## config.mk

```make
export PLATFORM = sky130hd
export DESIGN_NAME = match_sequencer
export DESIGN_NICKNAME = d
export VERILOG_FILES = /design/src/rtl/game_pkg.sv /design/src/rtl/btn_sync_edge.sv /design/src/rtl/match_sequencer.sv
export SDC_FILE = /design/constraint.sdc
export NUM_CORES = 1
export LEC_CHECK = 0
export BUFFER_PORTS_ARGS = -buffer_cell sky130_fd_sc_hd__buf_4
export CAP_MARGIN = 20
export CORE_ASPECT_RATIO = 0.9
export CORE_MARGIN = 1
export CORE_UTILIZATION = 49
export DETAILED_ROUTE_END_ITERATION = 6
export GPL_TIMING_DRIVEN = 0
export PLACE_DENSITY = 0.79
export SLEW_MARGIN = 20
export SYNTH_ARGS = -nofsm -noshare
export SYNTH_HDL_FRONTEND = slang
export SYNTH_SLANG_ARGS = --single-unit
```

## constraint.sdc

```tcl
create_clock -name clk -period 2.34 [get_ports clk]
set_input_delay 0.234 -clock clk [delete_from_list [all_inputs] [get_ports clk]]
set_output_delay 0.234 -clock clk [all_outputs]
set_load 0.01 [all_outputs]
```

## src/rtl/game_pkg.sv

```systemverilog
`default_nettype none
// ============================================================================
// Package     : game_pkg
// Description : Shared definitions for the air-hockey game controller and
//               the VGA renderer: state codes, winner codes and the default
//               goal-mouth geometry.
// Revision    : 1.0 - initial release
// ============================================================================
package game_pkg;

  // 2-bit state code seen by the renderer.
  localparam logic [1:0] ST_SPLASH = 2'd0;
  localparam logic [1:0] ST_PLAY   = 2'd1;
  localparam logic [1:0] ST_END    = 2'd2;
  localparam logic [1:0] ST_GOAL   = 2'd3;

  // Winner codes, meaningful while in ST_END.
  localparam logic [1:0] WIN_NONE = 2'd0;
  localparam logic [1:0] WIN_P1   = 2'd1;
  localparam logic [1:0] WIN_P2   = 2'd2;

  // Default match rules and goal-mouth geometry (screen coordinates).
  localparam int unsigned WIN_SCORE_DEF   = 5;
  localparam int unsigned PAUSE_TICKS_DEF = 60;
  localparam int unsigned GOAL_LX_DEF     = 224;
  localparam int unsigned GOAL_RX_DEF     = 704;
  localparam int unsigned GOAL_YLO_DEF    = 246;
  localparam int unsigned GOAL_YHI_DEF    = 296;

  // True when a y coordinate lies inside the goal mouth, both bounds inclusive.
  function automatic logic in_goal_window(input logic [9:0] y,
                                          input logic [9:0] lo,
                                          input logic [9:0] hi);
    return (y >= lo) && (y <= hi);
  endfunction

endpackage
`default_nettype wire

```

## src/rtl/btn_sync_edge.sv

```systemverilog
`default_nettype none
// ============================================================================
// Module      : btn_sync_edge
// Description : Two-flop synchroniser for an asynchronous button level,
//               followed by a registered rising-edge detector. The pulse is
//               one clk wide and appears on the third clk edge after the
//               input edge; a held button yields exactly one pulse.
// Revision    : 1.0 - initial release
// ============================================================================
module btn_sync_edge (
  input  logic clk,
  input  logic clr,
  input  logic btn_i,
  output logic rise_o
);

  logic sync1_q;
  logic sync2_q;
  logic prev_q;
  logic rise_q;

  // Synchronise the button, remember the previous level and register the edge.
  always_ff @(posedge clk or posedge clr) begin
    if (clr) begin
      sync1_q <= 1'b0;
      sync2_q <= 1'b0;
      prev_q  <= 1'b0;
      rise_q  <= 1'b0;
    end else begin
      sync1_q <= btn_i;
      sync2_q <= sync1_q;
      prev_q  <= sync2_q;
      rise_q  <= sync2_q & ~prev_q;
    end
  end

  assign rise_o = rise_q;

endmodule
`default_nettype wire

```

## src/rtl/match_sequencer.sv

```systemverilog
`default_nettype none
// ============================================================================
// Module      : match_sequencer
// Description : Air-hockey game controller. Sequences SPLASH -> PLAY ->
//               GOAL -> PLAY/END, detects goals from the puck position,
//               keeps the score and drives the renderer state and the
//               paddle/puck home-position hold.
//               Optional macro MATCH_SEQUENCER_HIT_COUNT_EN adds saturating
//               paddle-hit counters; without it hits1/hits2 are tied to 0.
// Revision    : 1.0 - initial release
// ============================================================================
module match_sequencer
  import game_pkg::*;
#(
  parameter int unsigned WIN_SCORE   = WIN_SCORE_DEF,
  parameter int unsigned PAUSE_TICKS = PAUSE_TICKS_DEF,
  parameter int unsigned GOAL_LX     = GOAL_LX_DEF,
  parameter int unsigned GOAL_RX     = GOAL_RX_DEF,
  parameter int unsigned GOAL_YLO    = GOAL_YLO_DEF,
  parameter int unsigned GOAL_YHI    = GOAL_YHI_DEF
) (
  input  logic       clk,
  input  logic       clr,
  input  logic       frame_tick,
  input  logic       start_btn,
  input  logic [9:0] puck_x,
  input  logic [9:0] puck_y,
  input  logic       collide1,
  input  logic       collide2,
  output logic [1:0] state,
  output logic       rst_obj,
  output logic [3:0] score1,
  output logic [3:0] score2,
  output logic [1:0] winner,
  output logic [7:0] hits1,
  output logic [7:0] hits2
);

  localparam logic [3:0] c_WIN_SCORE = 4'(WIN_SCORE);
  localparam logic [7:0] c_PAUSE     = 8'(PAUSE_TICKS);
  localparam logic [9:0] c_GOAL_LX   = 10'(GOAL_LX);
  localparam logic [9:0] c_GOAL_RX   = 10'(GOAL_RX);
  localparam logic [9:0] c_GOAL_YLO  = 10'(GOAL_YLO);
  localparam logic [9:0] c_GOAL_YHI  = 10'(GOAL_YHI);

  logic [1:0] state_q,  state_d;
  logic       rst_obj_q, rst_obj_d;
  logic [3:0] score1_q, score1_d;
  logic [3:0] score2_q, score2_d;
  logic [1:0] winner_q, winner_d;
  logic [7:0] pause_q,  pause_d;

  logic w_start_rise;
  logic w_in_y;
  logic w_goal_l;
  logic w_goal_r;
  logic w_splash_exit;

  btn_sync_edge u_start_sync (
    .clk    (clk),
    .clr    (clr),
    .btn_i  (start_btn),
    .rise_o (w_start_rise)
  );

  assign w_in_y        = in_goal_window(puck_y, c_GOAL_YLO, c_GOAL_YHI);
  assign w_goal_l      = (puck_x <= c_GOAL_LX) && w_in_y;
  assign w_goal_r      = (puck_x >= c_GOAL_RX) && w_in_y;
  assign w_splash_exit = (state_q == ST_SPLASH) && w_start_rise;

  // State and score registers; clr aborts to the idle splash screen at once.
  always_ff @(posedge clk or posedge clr) begin
    if (clr) begin
      state_q   <= ST_SPLASH;
      rst_obj_q <= 1'b1;
      score1_q  <= 4'd0;
      score2_q  <= 4'd0;
      winner_q  <= WIN_NONE;
      pause_q   <= 8'd0;
    end else begin
      state_q   <= state_d;
      rst_obj_q <= rst_obj_d;
      score1_q  <= score1_d;
      score2_q  <= score2_d;
      winner_q  <= winner_d;
      pause_q   <= pause_d;
    end
  end

  // Next-state logic: match sequencing, goal scoring and the post-goal pause.
  always_comb begin
    state_d  = state_q;
    score1_d = score1_q;
    score2_d = score2_q;
    winner_d = winner_q;
    pause_d  = pause_q;
    case (state_q)
      ST_SPLASH: begin
        if (w_start_rise) begin
          state_d  = ST_PLAY;
          score1_d = 4'd0;
          score2_d = 4'd0;
          winner_d = WIN_NONE;
        end
      end
      ST_PLAY: begin
        // The right mouth takes priority if both zones ever overlap.
        if (frame_tick && (w_goal_l || w_goal_r)) begin
          state_d = ST_GOAL;
          pause_d = c_PAUSE;
          if (w_goal_r) begin
            score1_d = score1_q + 4'd1;
          end else begin
            score2_d = score2_q + 4'd1;
          end
        end
      end
      ST_GOAL: begin
        if (frame_tick) begin
          pause_d = pause_q - 8'd1;
          // The counter reaches zero on this tick: resume or finish the match.
          if (pause_q == 8'd1) begin
            if (score1_q == c_WIN_SCORE) begin
              state_d  = ST_END;
              winner_d = WIN_P1;
            end else if (score2_q == c_WIN_SCORE) begin
              state_d  = ST_END;
              winner_d = WIN_P2;
            end else begin
              state_d = ST_PLAY;
            end
          end
        end
      end
      ST_END: begin
        if (w_start_rise) begin
          state_d = ST_SPLASH;
        end
      end
      default: begin
        state_d = ST_SPLASH;
      end
    endcase
    rst_obj_d = (state_d != ST_PLAY);
  end

  // Output logic: every match output comes straight from a register.
  always_comb begin
    state   = state_q;
    rst_obj = rst_obj_q;
    score1  = score1_q;
    score2  = score2_q;
    winner  = winner_q;
  end

`ifdef MATCH_SEQUENCER_HIT_COUNT_EN
  logic       coll1_prev_q;
  logic       coll2_prev_q;
  logic [7:0] hits1_q;
  logic [7:0] hits2_q;

  // Count rising edges of each paddle contact during play, saturating at 255.
  always_ff @(posedge clk or posedge clr) begin
    if (clr) begin
      coll1_prev_q <= 1'b0;
      coll2_prev_q <= 1'b0;
      hits1_q      <= 8'd0;
      hits2_q      <= 8'd0;
    end else begin
      coll1_prev_q <= collide1;
      coll2_prev_q <= collide2;
      if (w_splash_exit) begin
        hits1_q <= 8'd0;
        hits2_q <= 8'd0;
      end else if (state_q == ST_PLAY) begin
        if (collide1 && !coll1_prev_q && (hits1_q != 8'hFF)) begin
          hits1_q <= hits1_q + 8'd1;
        end
        if (collide2 && !coll2_prev_q && (hits2_q != 8'hFF)) begin
          hits2_q <= hits2_q + 8'd1;
        end
      end
    end
  end

  assign hits1 = hits1_q;
  assign hits2 = hits2_q;
`else
  // Contact inputs are intentionally unused when hit counting is absent.
  logic w_unused_collide;
  logic w_unused_splash_exit;

  assign w_unused_collide     = collide1 ^ collide2;
  assign w_unused_splash_exit = w_splash_exit;
  assign hits1 = 8'd0;
  assign hits2 = 8'd0;
`endif

endmodule
`default_nettype wire
```

* Word level (Yosys, flattened, before mapping)
Index checks and enable logic that the tools add are counted.
Word-level totals: bits of input ports 26, output and inout bits 29, word-level logic and storage cells 70, flip-flop bits (word level) 25
Cells by class: reductions and logical operators 13, add/subtract/negate cells 3, equal/unequal tests 14, bitwise operators 2, multiplexer cells 24, magnitude comparators 4
Operators with widths (count):
- 2-to-1 mux 2 bit | 12
- 2-to-1 mux 4 bit | 5
- 2-to-1 mux 8 bit | 2
- case mux 4 bit (2 select lines) | 2
- case mux 8 bit (2 select lines) | 1
- greater-or-equal comparator 10 bit, second input constant | 1
- greater-or-equal comparator 10 x 8 -> 1 bit, second input constant | 1
- <= comparator 10 x 8 -> 1 bit, second input constant | 1
- <= comparator 10 x 9 -> 1 bit, second input constant | 1
- inequality test 2 bit, second input constant | 5
- adder 4 x 1 -> 4 bit, second input constant | 2
- equality test 4 x 3 -> 1 bit, second input constant | 2
- equality test 8 x 1 -> 1 bit, second input constant | 1
- case mux 2 bit (4 select lines) | 1
- AND reduction 4 bit | 2
- subtractor 8 x 1 -> 8 bit, second input constant | 1
- nonzero test 2 bit | 3
- AND reduction 5 bit | 1
- equality test 2 bit, second input constant | 2
- logical AND 1 bit | 4
- inequality test 2 x 1 -> 1 bit, second input constant | 2
- case mux 2 bit (2 select lines) | 1
- inequality test 3 bit, second input constant | 1
- AND reduction 3 bit | 1
- other kinds (5) | 5

* Depth between registers and ports, before layout
word-level depth 8, gate-level depth with buffers 7, depth with buffers taken out 7

* Modules after synthesis
A second synthesis with hierarchy kept.
Unflattened totals: cells, all modules 161, area, all modules 1564.0 um^2
Modules (own cells, without submodules):
- match_sequencer | area each 1446.4 um^2, seq. area each 526.8 um^2, cells an instance 155, instances 1
- btn_sync_edge | area each 117.6 um^2, seq. area each 100.1 um^2, cells an instance 6, instances 1

* Worst setup path after synthesis
No wires, ideal clock.
path kind register -> register, from reg state_q[1] (netlist: state[1]), to reg score1_q[1] (netlist: score1[1]), buffers on the path 1, arrival 1.811 ns, library setup time 0.095 ns, required time 2.245 ns, cell stages (with the launch flop) 7, period minus slack after synthesis 1.906 ns, path slack 0.434 ns, cells stage by stage dfrtp_1 -> clkbuf_1 -> nor3b_1 -> o211ai_1 -> a211oi_4 -> or4b_1 -> o31ai_1
Between the ends: cells in the longest elaborated chain, start to end 3, elaborated cells between the ends (all ways) 8, those cells by class eq/ne (4); mux (1); reduce/logical (3)
Ends and longest elaborated chain:
- from (decl) | line match_sequencer.sv:46 | logic [1:0] state_q, state_d;
- from (signal assigned) | line match_sequencer.sv:81 | state_q <= state_d;
- equality test 2 x 1 -> 1 bit or logical NOT 2 bit (tied branches) | line match_sequencer.sv:97 | case (state_q)
- inequality test 2 bit (no line), or another cell as far along
- AND reduction 4 bit (no line)
- to (signal assigned) | line match_sequencer.sv:83 | score1_q <= score1_d;
- to (decl) | line match_sequencer.sv:48 | logic [3:0] score1_q, score1_d;
Several ways; a longest one is shown, not always the timed one. A chain may end at the register's enable or synchronous reset.

* Final worst setup path
Ends and elaborated chain as after synthesis.

==> parameters.txt <==
Parameter                              Value

Run status
  Run status ... complete, no violations

Floorplan
  Starting Density ... a little over half
  Die W ... roughly 61 um
  Core outline area ... roughly 2800 um2
  I/O pin total ... 55
  Site Rows ... 18
  Height of the chip ... between 50 and 60 um
  Total Die Area ... ~3300 um2

Finish
  Net count, final ... 250
  Diodes inserted ... 0
  Post-synthesis to final-layout area growth ... 26.7%
  Share of layout cells above drive strength 1 ... between 20% and 30%
  Final instance area ... around 1900 um2
  Number of fill cells ... approximately 270
  Commonest non-fill, non-tap cell in the layout ... sky130_fd_sc_hd__buf_4
  Final core occ ... approximately 68%
  Commonest non-fill, non-tap cells in the layout ... sky130_fd_sc_hd__buf_4, sky130_fd_sc_hd__dfrtp_1, sky130_fd_sc_hd__nand2_1
  Non-filler instance count after layout ... about 260

Clock network
  Worst skew pair latency ... 0.33 ns
  Number of levels in the clock H-tree ... 1
  Setup repair bufs after CTS ... 0
  Clock Tree Buf Depth ... 2
  Number of buffers created by CTS ... 3
  Post-cts resize count ... 0
  Clock sink count ... 25
  Clock-pin slew reported for the worst setup and hold paths after clock tree synthesis ... about 0.14 ns
  Clock tree from TritonCTS ... built
  Cell chosen for the clock root ... sky130_fd_sc_hd__clkbuf_4

Logic synthesis
  Mean post-synth cell area ... between 9 and 10 um2
  Area of the mapped netlist ... 1520 um2
  Mapped Cells ... 162
  Ys Warns ... 0
  Part of the Yosys area used for sequential elements ... about two fifths
  Async set-reset flop share out of synthesis ... 100%
  EDFF count, synth ... 0
  Dominant register cell in the synthesized netlist ... sky130_fd_sc_hd__dfrtp_1
  Register bit total from synthesis ... 25
  Unique cell type count in the Yosys netlist ... 43

Setup path
  Cell with the largest stage delay on the worst path ... sky130_fd_sc_hd__or4b_1
  Critical path launch point type ... register
  Largest stage delay on the critical path ... 0.48 ns
  Crit path buf inv count ... 1
  Kind of end point of the critical path ... register
  CP cell instances ... clkbuf_1 -> nor3b_1 -> o211ai_1 -> a211oi_4 -> or4b_1 -> o31ai_1
  Highest fanout seen on the critical path ... 10
  Startpoint-to-endpoint class of the critical path ... register to register
  Worst r2r src ... state[1]
  Req. time, crit path ... 2.58 ns
  Category of cells accounting for the largest share of critical-path delay ... simple AND/OR/NAND/NOR gates
  Worst reg2reg path endpoint ... score1[1]
  CP Data Arrival Time ... 2.38 ns
  Register-to-Register Path Depth ... 6
  Flop-to-flop setup slack ... around 0.2 ns

Timing
  Post-layout minimum cycle time ... between 2 and 2.5 ns
  Highest Clock Rate ... approximately 0.47 GHz
  Setup repair after global routing missed its margin ... false
  Transition time at the pin with the least slew margin ... 0.949 ns
  Hold Fails Final Rpt ... 0
  Final setup violation count ... 0
  Setup tns final ... 0 ns
  Final period util ... 91.7%
  Number of pins exceeding their max-slew limit in the final report ... 0
  Worst Skew ... 0.00490 ns
  Worst max-slew margin expressed relative to the limit ... 36.7%

Detailed routing
  Post-route antenna net violation count ... 0
  Detailed Routing Iterations Pass 1 ... 4
  Routed vias/inst ... 5.31
  Total DRC errors in the routed layout ... 0
  Total via count in the routed design ... 1,364
  Routed length per placed instance ... roughly 14 um
  Total Routed Length ... approximately 3.5 mm
  Count of routing violations after the opening detailed-route iteration ... 42

Pwr
  Leakage power summed over all cells ... about 0.00097 uW
  Sequential share of power ... between 40% and 50%
  Tot Pwr ... ~1400 uW
  Clock share of power ... between 10% and 20%
  Fraction of power consumed by combinational cells ... around 37%
  P_int ... between 800 and 900 uW
  Switching portion of total power ... 36.9%
  Worst IR drop on VDD ... approximately 0.45 mV
  Pwr Density ... 719 nW/um2
  Net switching power ... between 500 and 600 uW

Global route
  Pin count of the biggest net entering global routing ... 26
  Global-route wire length before repair ... 5.53 mm
  GRT Util Overall ... approximately a quarter
  Number of global-route vias before repair ... roughly 1,300
  Global route overflow ... 0
  Initial antenna violation count ... 0

Job
  Max-cap violations ... 0

Min path
  Worst Hold Class ... input port to asynchronous set/reset pin

Placed design
  Placement-stage cell area ... between 1500 and 2000 um2
  GP Congestion ... ~0.77
  Placed wire-length estimate after detailed placement ... between 2 and 3 mm
  Port buffer count ... 35
  Number of cells in the design after placement ... around 250
==> worst max path at each step <==
| stage | slack, ns | end | startpoint | cells after the start |
|---|---|---|---|---|
| 6_report | 0.19 | score1[1] | state[1] | 6 |
| 4_1_cts | 0.20 | score1[1] | state[1] | 6 |
| 3_5_place_dp | 0.25 | score1[1] | state[1] | 6 |
| 3_3_place_gp | 0.29 | score1[1] | state[1] | 6 |
| 2_1_floorplan | 0.43 | score1[1] | state[1] | 6 |
| 5_1_grt | 0.03 | score1[1] | state[1] | 6 |
==> repair_timing <==
item / CTS / global route
hold buffers: 1 / 0
setup endpoints to repair: 0 / 0
hold endpoints to repair: 1 / 0
==> area by class of cell <==
type                            count  area [um2]  area share (%)
Inverter                            7        26.3            1.36
Clock inverter                      1        5.00           0.260
Tap cell                           40        50.0            2.60
Multi-Input combinational cell    126         792            41.1
Clock buffer                        3        22.5            1.17
Timing Repair Buffer               36         273            14.2
Sequential cell                    25         627            32.5
Buffer                             19         131            6.82
==> registers in the layout, summed over array words and instances (netlist names) <==
name and flops:
pause_q 8, rst_obj 1, score1 4, score2 4
state 2, u_start_sync.prev_q 1, u_start_sync.rise_o 1, u_start_sync.sync1_q 1
u_start_sync.sync2_q 1, winner 2
==> cells by family (layout without fill, tap and decap cells) <==
family	after synthesis	in the layout	synth area share (%)
adders and majority gates	6	6	4.94
xor gates and xnor gates	7	7	4.03
DFF	25	25	41.2
AOI/OAI and AO/OA	30	30	13.8
muxes	5	5	3.37
and+or+nand+nor	62	62	22.0
buffers and inverters	26	66	10.4
other	1	16	0.247
==> through the flow <==
stage,setup slack [ns],hold slack (ns)
after floorplan,0.434,0.261
after global placement,0.286,0.339
after detailed placement,0.253,0.343
after CTS,0.196,0.134
after global routing,0.0320,0.169
final,0.195,0.101
==> power groups by stage <==
stage                     logic [uW]  clock network (uW)  registers (uW)
after detailed placement         507                   0             684
after global routing             577                 217             695
after global placement           478                   0             675
final                            514                 197             676
after CTS                        513                 200             675
after floorplan                  310                   0             681
==> per-layer routing <==
metal / global-route usage, % / up-vias / part of all wire (%)
li1: - / 652 / -
met4: 9.85 / 0 / 1.8
met1: 25.0 / 631 / 40
met2: 43.8 / 70 / 51
met3: 5.67 / 11 / 7.1
met5: 0 / - / 0
==> worst register-to-register path, stage by stage, from the launching register on <==
cell	delay (ns)
sky130_fd_sc_hd__dfrtp_1	0.40
sky130_fd_sc_hd__clkbuf_1	0.21
sky130_fd_sc_hd__nor3b_1	0.29
sky130_fd_sc_hd__o211ai_1	0.23
sky130_fd_sc_hd__a211oi_4	0.34
sky130_fd_sc_hd__or4b_1	0.48
sky130_fd_sc_hd__o31ai_1	0.09
==> Yosys cell counts (all sizes together) (4+ instances only) <==
cell type  instances  share of area, %
mux2i              4               2.6
nor3               5               1.6
buf               16               7.9
nand2             22               5.4
a21oi              7               2.3
nand3              5               1.6
dfrtp             24                40
a21o               4               2.0
ha                 6               4.9
nor2               7               1.7
o21ai              6               2.0
inv                7               1.7
xnor2              4               2.3
Note: power is estimated with default switching activity, not from simulation.
